`config.mk`:
```
export PLATFORM = sky130hd
export DESIGN_NAME = cpm_topk_sched_flat
export DESIGN_NICKNAME = d
export VERILOG_FILES = /design/src/rtl/cpm_topk_sched_if.sv /design/src/rtl/cpm_topk_sched.sv /design/src/flat_wrapper.sv
export SDC_FILE = /design/constraint.sdc
export NUM_CORES = 1
export LEC_CHECK = 0
export ABC_AREA = 1
export ABC_CLOCK_PERIOD_IN_PS = 4900
export CORE_MARGIN = 2
export CORE_UTILIZATION = 50
export CTS_BUF_LIST = sky130_fd_sc_hd__clkbuf_16
export CTS_CLUSTER_DIAMETER = 60
export CTS_CLUSTER_SIZE = 14
export DETAILED_ROUTE_END_ITERATION = 8
export GPL_TIMING_DRIVEN = 0
export PLACE_DENSITY = 0.8
export SLEW_MARGIN = 5
export SYNTH_ARGS = -nofsm -noshare
export SYNTH_HDL_FRONTEND = slang
export SYNTH_SLANG_ARGS = --single-unit
```
`constraint.sdc`:
```
create_clock -name clk -period 4.9 [get_ports clk]
set_input_delay 1.47 -clock clk [delete_from_list [all_inputs] [get_ports clk]]
set_output_delay 1.47 -clock clk [all_outputs]
set_load 0.01 [all_outputs]
```
`src/rtl/cpm_topk_sched_if.sv`:
```
// rtl/cpm_topk_sched_if.sv - config, SRAM, sorter and result signals of the top-K sequencer
interface cpm_topk_sched_if #(
    parameter int DATA_DW = 8,
    parameter int INFO_DW = 8,
    parameter int ADDR_W  = 12,
    parameter int CNT_W   = 8
);
    logic               CFG_VLD;
    logic               CFG_RDY;
    logic [CNT_W-1:0]   CFG_QRY_NUM;
    logic [CNT_W-1:0]   CFG_CAND_NUM;
    logic [ADDR_W-1:0]  CFG_BASE_ADDR;
    logic [ADDR_W-1:0]  CFG_STRIDE;
    logic               MEM_RD_VLD;
    logic [ADDR_W-1:0]  MEM_RD_ADDR;
    logic [DATA_DW-1:0] MEM_RD_DAT;
    logic               SORT_CLR;
    logic               SORT_DAT_VLD;
    logic               SORT_DAT_RDY;
    logic               SORT_DAT_LST;
    logic [DATA_DW-1:0] SORT_DAT_DAT;
    logic [INFO_DW-1:0] SORT_DAT_INF;
    logic               TOPK_DAT_VLD;
    logic               RES_VLD;
    logic               RES_RDY;
    logic [CNT_W-1:0]   RES_QRY;
    logic               RES_EMPTY;
    logic               BUSY;
    logic               DONE;

    modport master (
        input  CFG_VLD, CFG_QRY_NUM, CFG_CAND_NUM, CFG_BASE_ADDR, CFG_STRIDE,
               MEM_RD_DAT, SORT_DAT_RDY, TOPK_DAT_VLD, RES_RDY,
        output CFG_RDY, MEM_RD_VLD, MEM_RD_ADDR, SORT_CLR, SORT_DAT_VLD, SORT_DAT_LST,
               SORT_DAT_DAT, SORT_DAT_INF, RES_VLD, RES_QRY, RES_EMPTY, BUSY, DONE
    );

    modport slave (
        output CFG_VLD, CFG_QRY_NUM, CFG_CAND_NUM, CFG_BASE_ADDR, CFG_STRIDE,
               MEM_RD_DAT, SORT_DAT_RDY, TOPK_DAT_VLD, RES_RDY,
        input  CFG_RDY, MEM_RD_VLD, MEM_RD_ADDR, SORT_CLR, SORT_DAT_VLD, SORT_DAT_LST,
               SORT_DAT_DAT, SORT_DAT_INF, RES_VLD, RES_QRY, RES_EMPTY, BUSY, DONE
    );
endinterface

```
`src/rtl/cpm_topk_sched.sv`:
```
// rtl/cpm_topk_sched.sv - per-query sequencer streaming SRAM scores into the top-K sorter
module cpm_topk_sched #(
    parameter int DATA_DW = 8,
    parameter int INFO_DW = 8,
    parameter int ADDR_W  = 12,
    parameter int CNT_W   = 8
) (
    input  logic             clk,
    input  logic             rst_n,
    input  logic             clear,
    cpm_topk_sched_if.master bus
);
    typedef enum logic [2:0] {S_IDLE, S_CLR, S_RUN, S_WAIT, S_OUT, S_FIN} state_t;

    state_t state_q, state_d;

    logic [CNT_W-1:0]   qry_num_q, cand_num_q, qry_q, rd_idx_q, infl_idx_q;
    logic [ADDR_W-1:0]  stride_q, qbase_q;
    logic               infl_q;
    logic [DATA_DW-1:0] buf_dat_q [2];
    logic [CNT_W-1:0]   buf_idx_q [2];
    logic               wptr_q, rptr_q;
    logic [1:0]         cnt_q;

    logic       accept, head_vld, head_lst, pop, issue, res_hs, last_qry;
    logic [2:0] occ_next;

    // Read credit counts both buffered entries and the read still in flight,
    // so the 2-entry buffer can never overflow with the fixed 1-cycle SRAM.
    always_comb begin
        accept   = bus.CFG_VLD && (state_q == S_IDLE);
        head_vld = (state_q == S_RUN) && (cnt_q != 2'd0);
        head_lst = buf_idx_q[rptr_q] == (cand_num_q - CNT_W'(1));
        pop      = head_vld && bus.SORT_DAT_RDY;
        occ_next = 3'(cnt_q) + 3'(infl_q) - 3'(pop);
        issue    = (state_q == S_RUN) && (rd_idx_q < cand_num_q) && (occ_next < 3'd2);
        res_hs   = (state_q == S_OUT) && bus.RES_RDY;
        last_qry = (qry_q + CNT_W'(1)) == qry_num_q;
    end

    always_ff @(posedge clk or negedge rst_n) begin
        if (!rst_n) begin
            state_q <= S_IDLE;
        end else if (clear) begin
            state_q <= S_IDLE;
        end else begin
            state_q <= state_d;
        end
    end

    always_comb begin
        state_d = state_q;
        case (state_q)
            S_IDLE:  if (accept) state_d = (bus.CFG_QRY_NUM == '0) ? S_FIN : S_CLR;
            S_CLR:   state_d = (cand_num_q == '0) ? S_WAIT : S_RUN;
            S_RUN:   if (pop && head_lst) state_d = S_WAIT;
            S_WAIT:  if ((cand_num_q == '0) || bus.TOPK_DAT_VLD) state_d = S_OUT;
            S_OUT:   if (res_hs) state_d = last_qry ? S_FIN : S_CLR;
            S_FIN:   state_d = S_IDLE;
            default: state_d = S_IDLE;
        endcase
    end

    always_comb begin
        bus.CFG_RDY      = (state_q == S_IDLE);
        bus.BUSY         = (state_q != S_IDLE);
        bus.SORT_CLR     = (state_q == S_CLR);
        bus.MEM_RD_VLD   = issue;
        bus.MEM_RD_ADDR  = issue ? (qbase_q + ADDR_W'(rd_idx_q)) : '0;
        bus.SORT_DAT_VLD = head_vld;
        bus.SORT_DAT_DAT = head_vld ? buf_dat_q[rptr_q] : '0;
        bus.SORT_DAT_INF = head_vld ? INFO_DW'(buf_idx_q[rptr_q]) : '0;
        bus.SORT_DAT_LST = head_vld && head_lst;
        bus.RES_VLD      = (state_q == S_OUT);
        bus.RES_QRY      = (state_q == S_OUT) ? qry_q : '0;
        bus.RES_EMPTY    = (state_q == S_OUT) && (cand_num_q == '0);
        bus.DONE         = (state_q == S_FIN);
    end

    always_ff @(posedge clk or negedge rst_n) begin
        if (!rst_n) begin
            qry_num_q  <= '0;
            cand_num_q <= '0;
            stride_q   <= '0;
            qbase_q    <= '0;
            qry_q      <= '0;
            rd_idx_q   <= '0;
            infl_q     <= 1'b0;
            infl_idx_q <= '0;
            wptr_q     <= 1'b0;
            rptr_q     <= 1'b0;
            cnt_q      <= '0;
        end else if (clear) begin
            qry_q    <= '0;
            rd_idx_q <= '0;
            infl_q   <= 1'b0;
            wptr_q   <= 1'b0;
            rptr_q   <= 1'b0;
            cnt_q    <= '0;
        end else begin
            if (accept) begin
                qry_num_q  <= bus.CFG_QRY_NUM;
                cand_num_q <= bus.CFG_CAND_NUM;
                stride_q   <= bus.CFG_STRIDE;
                qbase_q    <= bus.CFG_BASE_ADDR;
                qry_q      <= '0;
            end
            if (state_q == S_CLR) begin
                rd_idx_q <= '0;
            end else if (issue) begin
                rd_idx_q <= rd_idx_q + CNT_W'(1);
            end
            infl_q     <= issue;
            infl_idx_q <= rd_idx_q;
            if (infl_q) wptr_q <= ~wptr_q;
            if (pop)    rptr_q <= ~rptr_q;
            cnt_q <= cnt_q + 2'(infl_q) - 2'(pop);
            // Query base advances by stride, giving BASE + q*STRIDE modulo the address width.
            if (res_hs) begin
                qry_q   <= qry_q + CNT_W'(1);
                qbase_q <= qbase_q + stride_q;
            end
        end
    end

    always_ff @(posedge clk) begin
        if (infl_q) begin
            buf_dat_q[wptr_q] <= bus.MEM_RD_DAT;
            buf_idx_q[wptr_q] <= infl_idx_q;
        end
    end
endmodule

```
`src/flat_wrapper.sv`:
```
// flat-port wrapper written by rule: the top's interface ports become plain ports
module cpm_topk_sched_flat 
#(
    parameter int DATA_DW = 8,
    parameter int INFO_DW = 8,
    parameter int ADDR_W  = 12,
    parameter int CNT_W   = 8
)
  (clk, rst_n, clear, bus_CFG_VLD, bus_CFG_QRY_NUM, bus_CFG_CAND_NUM, bus_CFG_BASE_ADDR, bus_CFG_STRIDE, bus_MEM_RD_DAT, bus_SORT_DAT_RDY, bus_TOPK_DAT_VLD, bus_RES_RDY, bus_CFG_RDY, bus_MEM_RD_VLD, bus_MEM_RD_ADDR, bus_SORT_CLR, bus_SORT_DAT_VLD, bus_SORT_DAT_LST, bus_SORT_DAT_DAT, bus_SORT_DAT_INF, bus_RES_VLD, bus_RES_QRY, bus_RES_EMPTY, bus_BUSY, bus_DONE);
  cpm_topk_sched_if #(.DATA_DW(DATA_DW), .INFO_DW(INFO_DW), .ADDR_W(ADDR_W), .CNT_W(CNT_W)) bus_i ();
  input  logic clk;
  input  logic rst_n;
  input  logic clear;
  input wire logic [$bits(bus_i.CFG_VLD)-1:0] bus_CFG_VLD;
  input wire logic [$bits(bus_i.CFG_QRY_NUM)-1:0] bus_CFG_QRY_NUM;
  input wire logic [$bits(bus_i.CFG_CAND_NUM)-1:0] bus_CFG_CAND_NUM;
  input wire logic [$bits(bus_i.CFG_BASE_ADDR)-1:0] bus_CFG_BASE_ADDR;
  input wire logic [$bits(bus_i.CFG_STRIDE)-1:0] bus_CFG_STRIDE;
  input wire logic [$bits(bus_i.MEM_RD_DAT)-1:0] bus_MEM_RD_DAT;
  input wire logic [$bits(bus_i.SORT_DAT_RDY)-1:0] bus_SORT_DAT_RDY;
  input wire logic [$bits(bus_i.TOPK_DAT_VLD)-1:0] bus_TOPK_DAT_VLD;
  input wire logic [$bits(bus_i.RES_RDY)-1:0] bus_RES_RDY;
  output wire logic [$bits(bus_i.CFG_RDY)-1:0] bus_CFG_RDY;
  output wire logic [$bits(bus_i.MEM_RD_VLD)-1:0] bus_MEM_RD_VLD;
  output wire logic [$bits(bus_i.MEM_RD_ADDR)-1:0] bus_MEM_RD_ADDR;
  output wire logic [$bits(bus_i.SORT_CLR)-1:0] bus_SORT_CLR;
  output wire logic [$bits(bus_i.SORT_DAT_VLD)-1:0] bus_SORT_DAT_VLD;
  output wire logic [$bits(bus_i.SORT_DAT_LST)-1:0] bus_SORT_DAT_LST;
  output wire logic [$bits(bus_i.SORT_DAT_DAT)-1:0] bus_SORT_DAT_DAT;
  output wire logic [$bits(bus_i.SORT_DAT_INF)-1:0] bus_SORT_DAT_INF;
  output wire logic [$bits(bus_i.RES_VLD)-1:0] bus_RES_VLD;
  output wire logic [$bits(bus_i.RES_QRY)-1:0] bus_RES_QRY;
  output wire logic [$bits(bus_i.RES_EMPTY)-1:0] bus_RES_EMPTY;
  output wire logic [$bits(bus_i.BUSY)-1:0] bus_BUSY;
  output wire logic [$bits(bus_i.DONE)-1:0] bus_DONE;
  assign bus_i.CFG_VLD = bus_CFG_VLD;
  assign bus_i.CFG_QRY_NUM = bus_CFG_QRY_NUM;
  assign bus_i.CFG_CAND_NUM = bus_CFG_CAND_NUM;
  assign bus_i.CFG_BASE_ADDR = bus_CFG_BASE_ADDR;
  assign bus_i.CFG_STRIDE = bus_CFG_STRIDE;
  assign bus_i.MEM_RD_DAT = bus_MEM_RD_DAT;
  assign bus_i.SORT_DAT_RDY = bus_SORT_DAT_RDY;
  assign bus_i.TOPK_DAT_VLD = bus_TOPK_DAT_VLD;
  assign bus_i.RES_RDY = bus_RES_RDY;
  assign bus_CFG_RDY = bus_i.CFG_RDY;
  assign bus_MEM_RD_VLD = bus_i.MEM_RD_VLD;
  assign bus_MEM_RD_ADDR = bus_i.MEM_RD_ADDR;
  assign bus_SORT_CLR = bus_i.SORT_CLR;
  assign bus_SORT_DAT_VLD = bus_i.SORT_DAT_VLD;
  assign bus_SORT_DAT_LST = bus_i.SORT_DAT_LST;
  assign bus_SORT_DAT_DAT = bus_i.SORT_DAT_DAT;
  assign bus_SORT_DAT_INF = bus_i.SORT_DAT_INF;
  assign bus_RES_VLD = bus_i.RES_VLD;
  assign bus_RES_QRY = bus_i.RES_QRY;
  assign bus_RES_EMPTY = bus_i.RES_EMPTY;
  assign bus_BUSY = bus_i.BUSY;
  assign bus_DONE = bus_i.DONE;
  cpm_topk_sched #(.DATA_DW(DATA_DW), .INFO_DW(INFO_DW), .ADDR_W(ADDR_W), .CNT_W(CNT_W)) u_core (.clk(clk), .rst_n(rst_n), .clear(clear), .bus(bus_i));
endmodule
```
==> report_table.html, run 1 <==
<table>
<tr><th>Metric</th><th>Value</th></tr>
<tr><th colspan="2">Clock network</th></tr>
<tr><td>CTS Buffer Depth</td><td>2</td></tr>
<tr><td>H-tree Lvls</td><td>3</td></tr>
<tr><td>Cell chosen for the clock root</td><td>sky130_fd_sc_hd__clkbuf_16</td></tr>
<tr><td>Hold buffer count at cts</td><td>0</td></tr>
<tr><td>Clock latency on the worst-skew pair</td><td>0.34 ns</td></tr>
<tr><td>TritonCTS clock tree</td><td>done</td></tr>
<tr><td>Clock-pin slew on the worst setup and hold paths</td><td>0.07 ns</td></tr>
<tr><td>Total number of clock tree sinks</td><td>104</td></tr>
<tr><td>Num CTS Buffers</td><td>9</td></tr>
<tr><th colspan="2">Placement</th></tr>
<tr><td>Dpl cell area</td><td>7400 µm²</td></tr>
<tr><td>Final GP Congestion</td><td>0.933</td></tr>
<tr><td>Number of input and output port buffers inserted</td><td>98</td></tr>
<tr><td>Final HPWL DP</td><td>11.4 mm</td></tr>
<tr><td>Inst Count DP</td><td>1024</td></tr>
<tr><th colspan="2">Worst hold path</th></tr>
<tr><td>WHS Path Cells</td><td>0</td></tr>
<tr><td>Startpoint of the tightest hold check path</td><td>u_core.infl_idx_q[1]</td></tr>
<tr><td>Terminating pin of the worst hold path</td><td>u_core.buf_idx_q[1][1]</td></tr>
<tr><td>Path class of the lowest-slack min-delay path</td><td>reg2reg</td></tr>
<tr><th colspan="2">Worst setup path</th></tr>
<tr><td>Maximum fanout encountered on the critical timing path</td><td>5</td></tr>
<tr><td>Count of cells along the worst register-to-register path</td><td>19</td></tr>
<tr><td>Crit path cell chain</td><td>buf_6, nand2_4, inv_4, ha_4, inv_2, ha_4, inv_2, fa_2, inv_2, nor2_2, nand4_1, buf_6, buf_6, inv_4, nand2_1, nor2_1, buf_2</td></tr>
<tr><td>CP Capture Type</td><td>output pin</td></tr>
<tr><td>End of the worst register-to-register path</td><td>u_core.rd_idx_q[1]</td></tr>
<tr><td>Launch instance of the worst register-to-register path</td><td>u_core.state_q[1]</td></tr>
<tr><td>Critical Path AT</td><td>3.47 ns</td></tr>
<tr><td>Worst Setup SP</td><td>bus_SORT_DAT_RDY</td></tr>
<tr><td>Critical path launch point type</td><td>input port</td></tr>
<tr><td>Number of buffers and inverters on the critical path</td><td>9</td></tr>
<tr><td>Slowest CP cell</td><td>sky130_fd_sc_hd__fa_2</td></tr>
<tr><td>Largest stage delay, worst path</td><td>0.54 ns</td></tr>
<tr><td>Critical Setup Path Class</td><td>in2out</td></tr>
<tr><td>Delay-heaviest family, CP</td><td>adder cells</td></tr>
<tr><td>FF-to-FF setup slack</td><td>1.65 ns</td></tr>
<tr><td>Required time reported for the critical path endpoint</td><td>3.43 ns</td></tr>
<tr><th colspan="2">STA</th></tr>
<tr><td>Total Negative Setup Slacks</td><td>-0.159 ns</td></tr>
<tr><td>Setup WS post-layout</td><td>-0.0367 ns</td></tr>
<tr><td>Post-route clock skew</td><td>0.00823 ns</td></tr>
<tr><td>Setup violations, final</td><td>6</td></tr>
<tr><td>Maximum clock frequency</td><td>203 MHz</td></tr>
<tr><td>Final hold vios</td><td>0</td></tr>
<tr><td>Relative slew slack</td><td>38.7%</td></tr>
<tr><td>Tightest Pin Transition</td><td>0.918 ns</td></tr>
<tr><td>Crit path time final</td><td>4.94 ns</td></tr>
<tr><td>Worst hold margin</td><td>0.474 ns</td></tr>
<tr><td>Unrepaired setup endpoints after global routing</td><td>yes</td></tr>
<tr><td>Final worst path period share</td><td>101%</td></tr>
<tr><td>Count of final max-slew check failures</td><td>0</td></tr>
<tr><th colspan="2">Yosys</th></tr>
<tr><td>Number of synthesized flops with an enable pin</td><td>32</td></tr>
<tr><td>Synth Net Count</td><td>846</td></tr>
<tr><td>Number of cells produced by synthesis</td><td>757</td></tr>
<tr><td>Post-synthesis sequential element count</td><td>104</td></tr>
<tr><td>Mean area per synthesized cell</td><td>8.17 µm²</td></tr>
<tr><td>Top post-synthesis cells by count</td><td>sky130_fd_sc_hd__nand2_1, sky130_fd_sc_hd__inv_1, sky130_fd_sc_hd__dfrtp_1</td></tr>
<tr><td>Most instantiated flip-flop cell in the synthesis netlist</td><td>sky130_fd_sc_hd__dfrtp_1</td></tr>
<tr><td>Cell with the most instances after synthesis</td><td>sky130_fd_sc_hd__nand2_1</td></tr>
<tr><td>Cell area after synthesis</td><td>6190 µm²</td></tr>
<tr><td>Library cell occupying the most area in the post-synthesis netlist</td><td>sky130_fd_sc_hd__dfrtp_1</td></tr>
<tr><td>Share of the synthesized area in the top cell type</td><td>29.1%</td></tr>
<tr><td>Largest cells by area after synthesis</td><td>sky130_fd_sc_hd__dfrtp_1, sky130_fd_sc_hd__edfxtp_1, sky130_fd_sc_hd__nand2_1</td></tr>
<tr><td>Synthesis warning total</td><td>0</td></tr>
<tr><td>Proportion of synthesized flip-flops having asynchronous set or reset</td><td>69.2%</td></tr>
<tr><td>Sequential element share of the synthesized area</td><td>44.7%</td></tr>
<tr><td>Number of distinct standard cells referenced by the synthesized netlist</td><td>46</td></tr>
<tr><th colspan="2">Outcome</th></tr>
<tr><td>Violated checks</td><td>setup timing</td></tr>
<tr><td>Status</td><td>finished, violations left</td></tr>
<tr><th colspan="2">Layout</th></tr>
<tr><td>Final-stage net count</td><td>962</td></tr>
<tr><td>Syn-to-layout area delta</td><td>26.0%</td></tr>
<tr><td>Sequential Area</td><td>2760 µm²</td></tr>
<tr><td>Cell area after layout</td><td>7790 µm²</td></tr>
<tr><td>Area of the multi-input gates</td><td>3060 µm²</td></tr>
<tr><td>Filler Cells Inserted</td><td>1018</td></tr>
<tr><td>Fraction of final layout cells sized beyond drive strength 1</td><td>11.4%</td></tr>
<tr><td>Filler-free cell count of the finished design</td><td>1046</td></tr>
<tr><td>N_diodes</td><td>0</td></tr>
<tr><th colspan="2">Global route</th></tr>
<tr><td>Gr usage total</td><td>24.6%</td></tr>
<tr><td>Busiest layer in global routing</td><td>met2</td></tr>
<tr><td>Wire length of the first global-routing pass</td><td>25.7 mm</td></tr>
<tr><td>Met2 usage in global routing</td><td>42.4%</td></tr>
<tr><td>Number of global-route vias before repair</td><td>5399</td></tr>
<tr><td>Antenna violations before repair</td><td>0</td></tr>
<tr><td>Largest net degree at the start of global routing</td><td>49</td></tr>
<tr><td>Met3 Use GR</td><td>4.43%</td></tr>
<tr><td>Remaining global-route overflow</td><td>0</td></tr>
<tr><td>GR Util met1</td><td>31.3%</td></tr>
<tr><th colspan="2">Pwr</th></tr>
<tr><td>PwrDens</td><td>474 nW/µm²</td></tr>
<tr><td>Sum of internal, switching and leakage power</td><td>3.69 mW</td></tr>
<tr><td>Cell leakage power</td><td>3.54 nW</td></tr>
<tr><td>Peak supply drop</td><td>257 µV</td></tr>
<tr><th colspan="2">Routing</th></tr>
<tr><td>Detailed router's first-iteration violation count</td><td>412</td></tr>
<tr><td>DR pass1 iterations</td><td>5</td></tr>
<tr><td>Final wirelength</td><td>15.7 mm</td></tr>
<tr><td>Via count normalized by instance count</td><td>5.24</td></tr>
<tr><td>Post-detailed-route count of antenna-violating nets</td><td>0</td></tr>
<tr><td>Total number of vias</td><td>5482</td></tr>
<tr><td>Residual DRC count</td><td>0</td></tr>
<tr><td>Average routed wire per standard cell</td><td>15.0 µm</td></tr>
<tr><th colspan="2">Floorplan</th></tr>
<tr><td>Horizontal extent of the die</td><td>115 µm</td></tr>
<tr><td>IO Pins</td><td>100</td></tr>
<tr><td>Die Y</td><td>115 µm</td></tr>
<tr><td>Row Count</td><td>40</td></tr>
<tr><td>Initial core utilization</td><td>51.3%</td></tr>
<tr><td>Core area</td><td>12100 µm²</td></tr>
<tr><td>Full die area</td><td>13300 µm²</td></tr>
<tr><th colspan="2">Flow run</th></tr>
<tr><td>Number of max-cap violations</td><td>0</td></tr>
</table>
## layer usage
metal,vias up,share of wire (%),wire length [µm]
li1,2733,-,-
met1,2546,42,6590
met2,177,50,7890
met3,26,5.5,862
met4,0,2.1,326
met5,-,0,0
## worst reg2reg max path, stage by stage, from the launching register on
cell and delay [ns]:
sky130_fd_sc_hd__dfrtp_1 0.45, sky130_fd_sc_hd__inv_2 0.08, sky130_fd_sc_hd__nor3_4 0.32, sky130_fd_sc_hd__o21ai_4 0.18
sky130_fd_sc_hd__inv_2 0.12, sky130_fd_sc_hd__nand2_4 0.07, sky130_fd_sc_hd__inv_4 0.07, sky130_fd_sc_hd__ha_4 0.19
sky130_fd_sc_hd__inv_2 0.06, sky130_fd_sc_hd__ha_4 0.12, sky130_fd_sc_hd__inv_2 0.03, sky130_fd_sc_hd__fa_2 0.54
sky130_fd_sc_hd__inv_2 0.04, sky130_fd_sc_hd__nor2_2 0.08, sky130_fd_sc_hd__nand4_1 0.10, sky130_fd_sc_hd__buf_6 0.17
sky130_fd_sc_hd__buf_4 0.14, sky130_fd_sc_hd__nand2_2 0.08, sky130_fd_sc_hd__buf_2 0.20, sky130_fd_sc_hd__o21ai_0 0.10
## sequential cells by signal (all words and copies together) (netlist names), 8 cells and up
register,flops
u_core.buf_dat_q,16
u_core.buf_idx_q,16
u_core.cand_num_q,8
u_core.infl_idx_q,8
u_core.qbase_q,12
u_core.qry_num_q,8
u_core.qry_q,8
u_core.rd_idx_q,8
u_core.stride_q,12
## worst max path at each step
stage                           to  slack, ns  cells after the start
2_1_floorplan   bus_MEM_RD_ADDR[2]       0.05                     12
3_3_place_gp    bus_MEM_RD_ADDR[4]      -1.25                     14
3_5_place_dp    bus_MEM_RD_ADDR[4]      -1.27                     14
4_1_cts         bus_MEM_RD_ADDR[8]      -0.08                     17
5_1_grt         bus_MEM_RD_ADDR[8]      -0.16                     20
6_report       bus_MEM_RD_ADDR[10]      -0.04                     17
## through the flow
step | setup WS [ns] | util [%]
2_1_floorplan | 0.0533 | -
3_3_place_gp | -1.25 | 61.2
3_5_place_dp | -1.27 | 61.4
4_1_cts | -0.0751 | 64.2
5_1_grt | -0.157 | 64.6
6_report | -0.0367 | 64.6
## placed cells by master (no fill, tap or decap), types with 3 or more instances in the layout
cell,n
sky130_fd_sc_hd__a21oi_1,34
sky130_fd_sc_hd__a31oi_1,4
sky130_fd_sc_hd__buf_2,17
sky130_fd_sc_hd__buf_4,7
sky130_fd_sc_hd__buf_6,6
sky130_fd_sc_hd__clkbuf_1,5
sky130_fd_sc_hd__clkbuf_16,9
sky130_fd_sc_hd__clkdlybuf4s50_1,83
sky130_fd_sc_hd__clkinvlp_4,3
sky130_fd_sc_hd__dfrtp_1,72
sky130_fd_sc_hd__edfxtp_1,32
sky130_fd_sc_hd__ha_1,29
sky130_fd_sc_hd__inv_1,82
sky130_fd_sc_hd__inv_2,6
sky130_fd_sc_hd__inv_4,4
sky130_fd_sc_hd__mux2_2,12
sky130_fd_sc_hd__nand2_1,200
sky130_fd_sc_hd__nand2_2,3
sky130_fd_sc_hd__nand3_1,47
sky130_fd_sc_hd__nand4_1,11
sky130_fd_sc_hd__nor2_1,64
sky130_fd_sc_hd__nor2_2,7
sky130_fd_sc_hd__nor2_4,3
sky130_fd_sc_hd__nor2_8,3
sky130_fd_sc_hd__nor3_1,6
sky130_fd_sc_hd__nor3_2,3
sky130_fd_sc_hd__nor4_1,4
sky130_fd_sc_hd__o21a_1,4
sky130_fd_sc_hd__o21ai_0,48
sky130_fd_sc_hd__o21ai_1,10
sky130_fd_sc_hd__o22ai_1,7
sky130_fd_sc_hd__or2_2,4
sky130_fd_sc_hd__xnor2_1,8
sky130_fd_sc_hd__xor2_1,13
## report_power, final
group / internal, mW / leakage (nW) / switching (mW)
sequential: 1.10 / 1.22 / 0.184
clock: 0.391 / 0.136 / 0.318
combinational: 0.703 / 2.18 / 0.993
## layout make-up
cell class	count	area share [%]
Timing Repair Buffer	105	12.9
Multi-Input combinational cell	544	39.2
Buffer	17	1.38
Clock inverter	7	0.835
Tap cell	168	2.70
Inverter	92	4.62
Clock buffer	9	2.89
Sequential cell	104	35.4
## what timing repair did
item,in CTS,in global routing
pin swaps,6,5
setup buffers,3,2
gates resized for setup,76,10
endpoints found under the setup margin,13,13
gates cloned,1,0
## cell families (layout without fill, tap and decap cells)
family                     after synthesis  after routing  share of synthesized area [%]
AOI/OAI and AO/OA                      117            117                           10.3
xor gates and xnor gates                21             21                           2.97
adders and majority gates               34             34                           7.24
buffers and inverters                  109            230                           7.32
DFF                                    104            104                           44.7
muxes                                   12             12                           2.18
and+or+nand+nor                        360            360                           25.3
Note: power is estimated with default switching activity, not from simulation.
==> run 2, diff against run 1 <==
--- a/config.mk
+++ b/config.mk
@@ -7,7 +7,7 @@
 export LEC_CHECK = 0
 export ABC_AREA = 1
 export ABC_CLOCK_PERIOD_IN_PS = 4900
-export CORE_MARGIN = 2
+export CORE_MARGIN = 1.5
 export CORE_UTILIZATION = 50
 export CTS_BUF_LIST = sky130_fd_sc_hd__clkbuf_16
 export CTS_CLUSTER_DIAMETER = 60
@@ -15,6 +15,7 @@
 export DETAILED_ROUTE_END_ITERATION = 8
 export GPL_TIMING_DRIVEN = 0
 export PLACE_DENSITY = 0.8
+export SKIP_LAST_GASP = 1
 export SLEW_MARGIN = 5
 export SYNTH_ARGS = -nofsm -noshare
 export SYNTH_HDL_FRONTEND = slang
==> run 2 against run 1 <==
- clock skew increased by 0.0030 ns
- worst setup slack lost 0.039 ns
- sequential share of layout area fell by 0.66 points
- fmax is 0.78% lower
- via count is 1.1% higher
- the flow still finishes with violations (setup timing)
- largest cell class unchanged
- flip-flop and latch count unchanged
- global-route usage increased by 0.74 points
- worst hold slack got worse by 0.0036 ns
- combinational power barely moved
- critical path depth fell by 2
- clock power rose by 33%
- non-clock buffer count stayed put
==> report_table.html, run 2 (same netlist as run 1, synthesis figures left out) <==
<table>
<tr><th>Metric</th><th>Value</th></tr>
<tr><th colspan="2">Outcome</th></tr>
<tr><td>Status</td><td>finished, violations left</td></tr>
<tr><td>Violated checks</td><td>setup timing</td></tr>
<tr><th colspan="2">Layout</th></tr>
<tr><td>Syn-to-layout area delta</td><td>28.4%</td></tr>
<tr><td>Area of the multi-input gates</td><td>3090 µm² (+1.1%)</td></tr>
<tr><td>Leading cell type in the layout, fill and taps excluded</td><td>sky130_fd_sc_hd__nand2_1</td></tr>
<tr><td>N_diodes</td><td>0 (unchanged)</td></tr>
<tr><td>Fraction of final layout cells sized beyond drive strength 1</td><td>11.7% (+0.34 points)</td></tr>
<tr><td>Filler-free cell count of the finished design</td><td>1046 (unchanged)</td></tr>
<tr><td>Final-stage net count</td><td>962 (unchanged)</td></tr>
<tr><td>Registers with the most flip-flops</td><td>u_core.buf_dat_q: 16 flops, u_core.buf_idx_q: 16 flops</td></tr>
<tr><td>Most frequent cells in the layout</td><td>sky130_fd_sc_hd__nand2_1, sky130_fd_sc_hd__clkdlybuf4s50_1, sky130_fd_sc_hd__inv_1</td></tr>
<tr><td>Filler Cells Inserted</td><td>961 (-5.6%)</td></tr>
<tr><td>Sequential Area</td><td>2760 µm² (unchanged)</td></tr>
<tr><th colspan="2">Global route</th></tr>
<tr><td>Gr usage total</td><td>25.4% (+0.74 points)</td></tr>
<tr><td>Largest net degree at the start of global routing</td><td>41 (-16%)</td></tr>
<tr><td>Wire length of the first global-routing pass</td><td>25.7 mm (-0.11%)</td></tr>
<tr><td>Met3 Use GR</td><td>4.45% (+0.019 points)</td></tr>
<tr><td>GR Util met1</td><td>31.6% (+0.21 points)</td></tr>
<tr><td>Antenna violations before repair</td><td>0 (unchanged)</td></tr>
<tr><td>Remaining global-route overflow</td><td>0 (unchanged)</td></tr>
<tr><td>Busiest layer in global routing</td><td>met2</td></tr>
<tr><td>Number of global-route vias before repair</td><td>5373 (-0.48%)</td></tr>
<tr><td>Met2 usage in global routing</td><td>43.7% (+1.2 points)</td></tr>
<tr><th colspan="2">Routing</th></tr>
<tr><td>Via count normalized by instance count</td><td>5.30 (+1.1%)</td></tr>
<tr><td>Total number of vias</td><td>5540 (+1.1%)</td></tr>
<tr><td>Final wirelength</td><td>15.7 mm (+0.36%)</td></tr>
<tr><td>Detailed router's first-iteration violation count</td><td>308 (-25%)</td></tr>
<tr><td>Average routed wire per standard cell</td><td>15.0 µm (+0.36%)</td></tr>
<tr><td>DR pass1 iterations</td><td>5 (unchanged)</td></tr>
<tr><td>Residual DRC count</td><td>0 (unchanged)</td></tr>
<tr><td>Post-detailed-route count of antenna-violating nets</td><td>0 (unchanged)</td></tr>
<tr><th colspan="2">STA</th></tr>
<tr><td>Final hold vios</td><td>0 (unchanged)</td></tr>
<tr><td>Count of final max-slew check failures</td><td>0 (unchanged)</td></tr>
<tr><td>Final worst path period share</td><td>102% (+0.79 points)</td></tr>
<tr><td>Worst hold margin</td><td>0.470 ns (-0.00361 ns)</td></tr>
<tr><td>Relative slew slack</td><td>43.3% (+4.6 points)</td></tr>
<tr><td>Setup violations, final</td><td>6 (unchanged)</td></tr>
<tr><td>Setup WS post-layout</td><td>-0.0753 ns (-0.0386 ns)</td></tr>
<tr><td>Maximum clock frequency</td><td>201 MHz (-0.78%)</td></tr>
<tr><td>Post-route clock skew</td><td>0.0112 ns (+0.00298 ns)</td></tr>
<tr><td>Crit path time final</td><td>4.98 ns (+0.0386 ns)</td></tr>
<tr><td>Tightest Pin Transition</td><td>0.850 ns (-0.0683 ns)</td></tr>
<tr><td>Unrepaired setup endpoints after global routing</td><td>yes</td></tr>
<tr><th colspan="2">Clock network</th></tr>
<tr><td>TritonCTS clock tree</td><td>done</td></tr>
<tr><td>Num CTS Buffers</td><td>9 (unchanged)</td></tr>
<tr><td>Cell chosen for the clock root</td><td>sky130_fd_sc_hd__clkbuf_16</td></tr>
<tr><td>Total number of clock tree sinks</td><td>104 (unchanged)</td></tr>
<tr><td>H-tree Lvls</td><td>3 (unchanged)</td></tr>
<tr><td>CTS Buffer Depth</td><td>2 (unchanged)</td></tr>
<tr><td>Clock-pin slew on the worst setup and hold paths</td><td>0.06 ns (about the same)</td></tr>
<tr><td>Clock latency on the worst-skew pair</td><td>0.36 ns (+0.02 ns)</td></tr>
<tr><th colspan="2">Placement</th></tr>
<tr><td>Inst Count DP</td><td>1024 (unchanged)</td></tr>
<tr><td>Place WS</td><td>-1.27 ns (+0.00346 ns)</td></tr>
<tr><td>Final HPWL DP</td><td>11.4 mm (about the same)</td></tr>
<tr><td>Number of input and output port buffers inserted</td><td>98 (unchanged)</td></tr>
<tr><td>Final GP Congestion</td><td>0.925 (-0.84%)</td></tr>
<tr><th colspan="2">Worst setup path</th></tr>
<tr><td>Required time reported for the critical path endpoint</td><td>3.43 ns (about the same)</td></tr>
<tr><td>Maximum fanout encountered on the critical timing path</td><td>5 (unchanged)</td></tr>
<tr><td>Critical Path AT</td><td>3.51 ns (+0.04 ns)</td></tr>
<tr><td>Critical Setup Path Class</td><td>in2out</td></tr>
<tr><td>Critical path launch point type</td><td>input port</td></tr>
<tr><td>CP Capture Type</td><td>output pin</td></tr>
<tr><th colspan="2">Floorplan</th></tr>
<tr><td>Horizontal extent of the die</td><td>114 µm (-0.87%)</td></tr>
<tr><td>Die Y</td><td>114 µm (-0.87%)</td></tr>
<tr><td>Initial core utilization</td><td>51.3% (unchanged)</td></tr>
<tr><td>Core area</td><td>12100 µm² (unchanged)</td></tr>
<tr><td>Row Count</td><td>40 (unchanged)</td></tr>
<tr><td>IO Pins</td><td>100 (unchanged)</td></tr>
<tr><td>Full die area</td><td>13000 µm² (-1.7%)</td></tr>
<tr><th colspan="2">Pwr</th></tr>
<tr><td>Combinational cell fraction of total power</td><td>43.8% (-2.1 points)</td></tr>
<tr><td>PwrDens</td><td>497 nW/µm² (+5.0%)</td></tr>
<tr><td>Share of total power in the clock network</td><td>23.8% (+4.6 points)</td></tr>
<tr><td>Fraction of power consumed by sequential logic</td><td>32.4% (-2.5 points)</td></tr>
<tr><td>Internal power component</td><td>2.42 mW (+9.9%)</td></tr>
<tr><td>Switching Power</td><td>1.54 mW (+2.7%)</td></tr>
<tr><td>Sum of internal, switching and leakage power</td><td>3.95 mW (+7.0%)</td></tr>
<tr><td>Cell leakage power</td><td>3.59 nW (+1.2%)</td></tr>
<tr><td>Proportion of total power due to net switching</td><td>38.9% (-1.6 points)</td></tr>
<tr><td>Peak supply drop</td><td>303 µV (+18%)</td></tr>
<tr><th colspan="2">Flow run</th></tr>
<tr><td>Number of max-cap violations</td><td>0 (unchanged)</td></tr>
<tr><th colspan="2">Worst hold path</th></tr>
<tr><td>Path class of the lowest-slack min-delay path</td><td>reg2reg</td></tr>
</table>
==> run 2: routing by layer <==
metal | wire length, µm | part of all wire, %
met3 | 834 | 5.3
met2 | 7550 | 48
met1 | 6840 | 43
met5 | 0 | 0
met4 | 498 | 3.2
==> run 2: worst max-delay path: stages <==
cell                      delay, ns
sky130_fd_sc_hd__buf_6         0.10
sky130_fd_sc_hd__nand2_4       0.07
sky130_fd_sc_hd__inv_4         0.05
sky130_fd_sc_hd__ha_4          0.20
sky130_fd_sc_hd__inv_2         0.06
sky130_fd_sc_hd__ha_4          0.12
sky130_fd_sc_hd__inv_2         0.03
sky130_fd_sc_hd__fa_2          0.54
sky130_fd_sc_hd__inv_2         0.04
sky130_fd_sc_hd__nor2_2        0.11
sky130_fd_sc_hd__nand4_1       0.11
sky130_fd_sc_hd__buf_6         0.18
sky130_fd_sc_hd__buf_8         0.15
sky130_fd_sc_hd__nor3_4        0.12
sky130_fd_sc_hd__buf_2         0.16
==> run 2: what timing repair did <==
| item | in CTS | in global routing |
|---|---|---|
| setup buffers | 4 | 1 |
| endpoints found under the setup margin | 13 | 13 |
| hold buffers | 0 | 0 |
| pin swaps | 6 | 5 |
| resized for setup | 84 | 15 |
| gates cloned | 1 | 0 |
==> run 2: through the flow <==
stage	cell area, µm²	utilization (%)	TNS, ns
after floorplan	6190	-	0
after detailed placement	7400	61.3	-14.75
after CTS	7880	65.3	-0.206
final	7940	65.9	-0.234
after global routing	7940	65.9	-1.44
after global placement	7380	61.2	-31.78
==> run 2: worst paths after layout <==
path	startpoint	to	slack (ns)	cells after the start
max	bus_SORT_DAT_RDY	bus_MEM_RD_ADDR[2]	-0.08	15
min	u_core.infl_idx_q[2]	u_core.buf_idx_q[0][2]	0.47	0
max reg2reg	u_core.state_q[2]	u_core.rd_idx_q[0]	1.59	18
min reg2reg	u_core.infl_idx_q[2]	u_core.buf_idx_q[0][2]	0.47	0
max in group asynchronous	rst_n	u_core.stride_q[8]	3.25	2
min in group asynchronous	rst_n	u_core.cand_num_q[1]	1.07	1
==> run 2: final cells by class <==
class | instances | share of cell area, %
clock buffer | 9 | 2.84
tap | 168 | 2.65
clock inverter | 7 | 2.09
buffer | 17 | 1.37
multi-input combinational | 544 | 38.9
sequential | 104 | 34.8
inverter | 92 | 4.57
timing repair buffer | 105 | 12.8
==> run 2: power groups by stage <==
stage	clock network, mW	logic [mW]	registers (mW)
global placement	0	1.58	1.28
floorplan	0	1.21	1.23
global route	0.982	1.94	1.30
detailed placement	0	1.62	1.29
finish	0.940	1.73	1.28
CTS	0.943	1.68	1.28
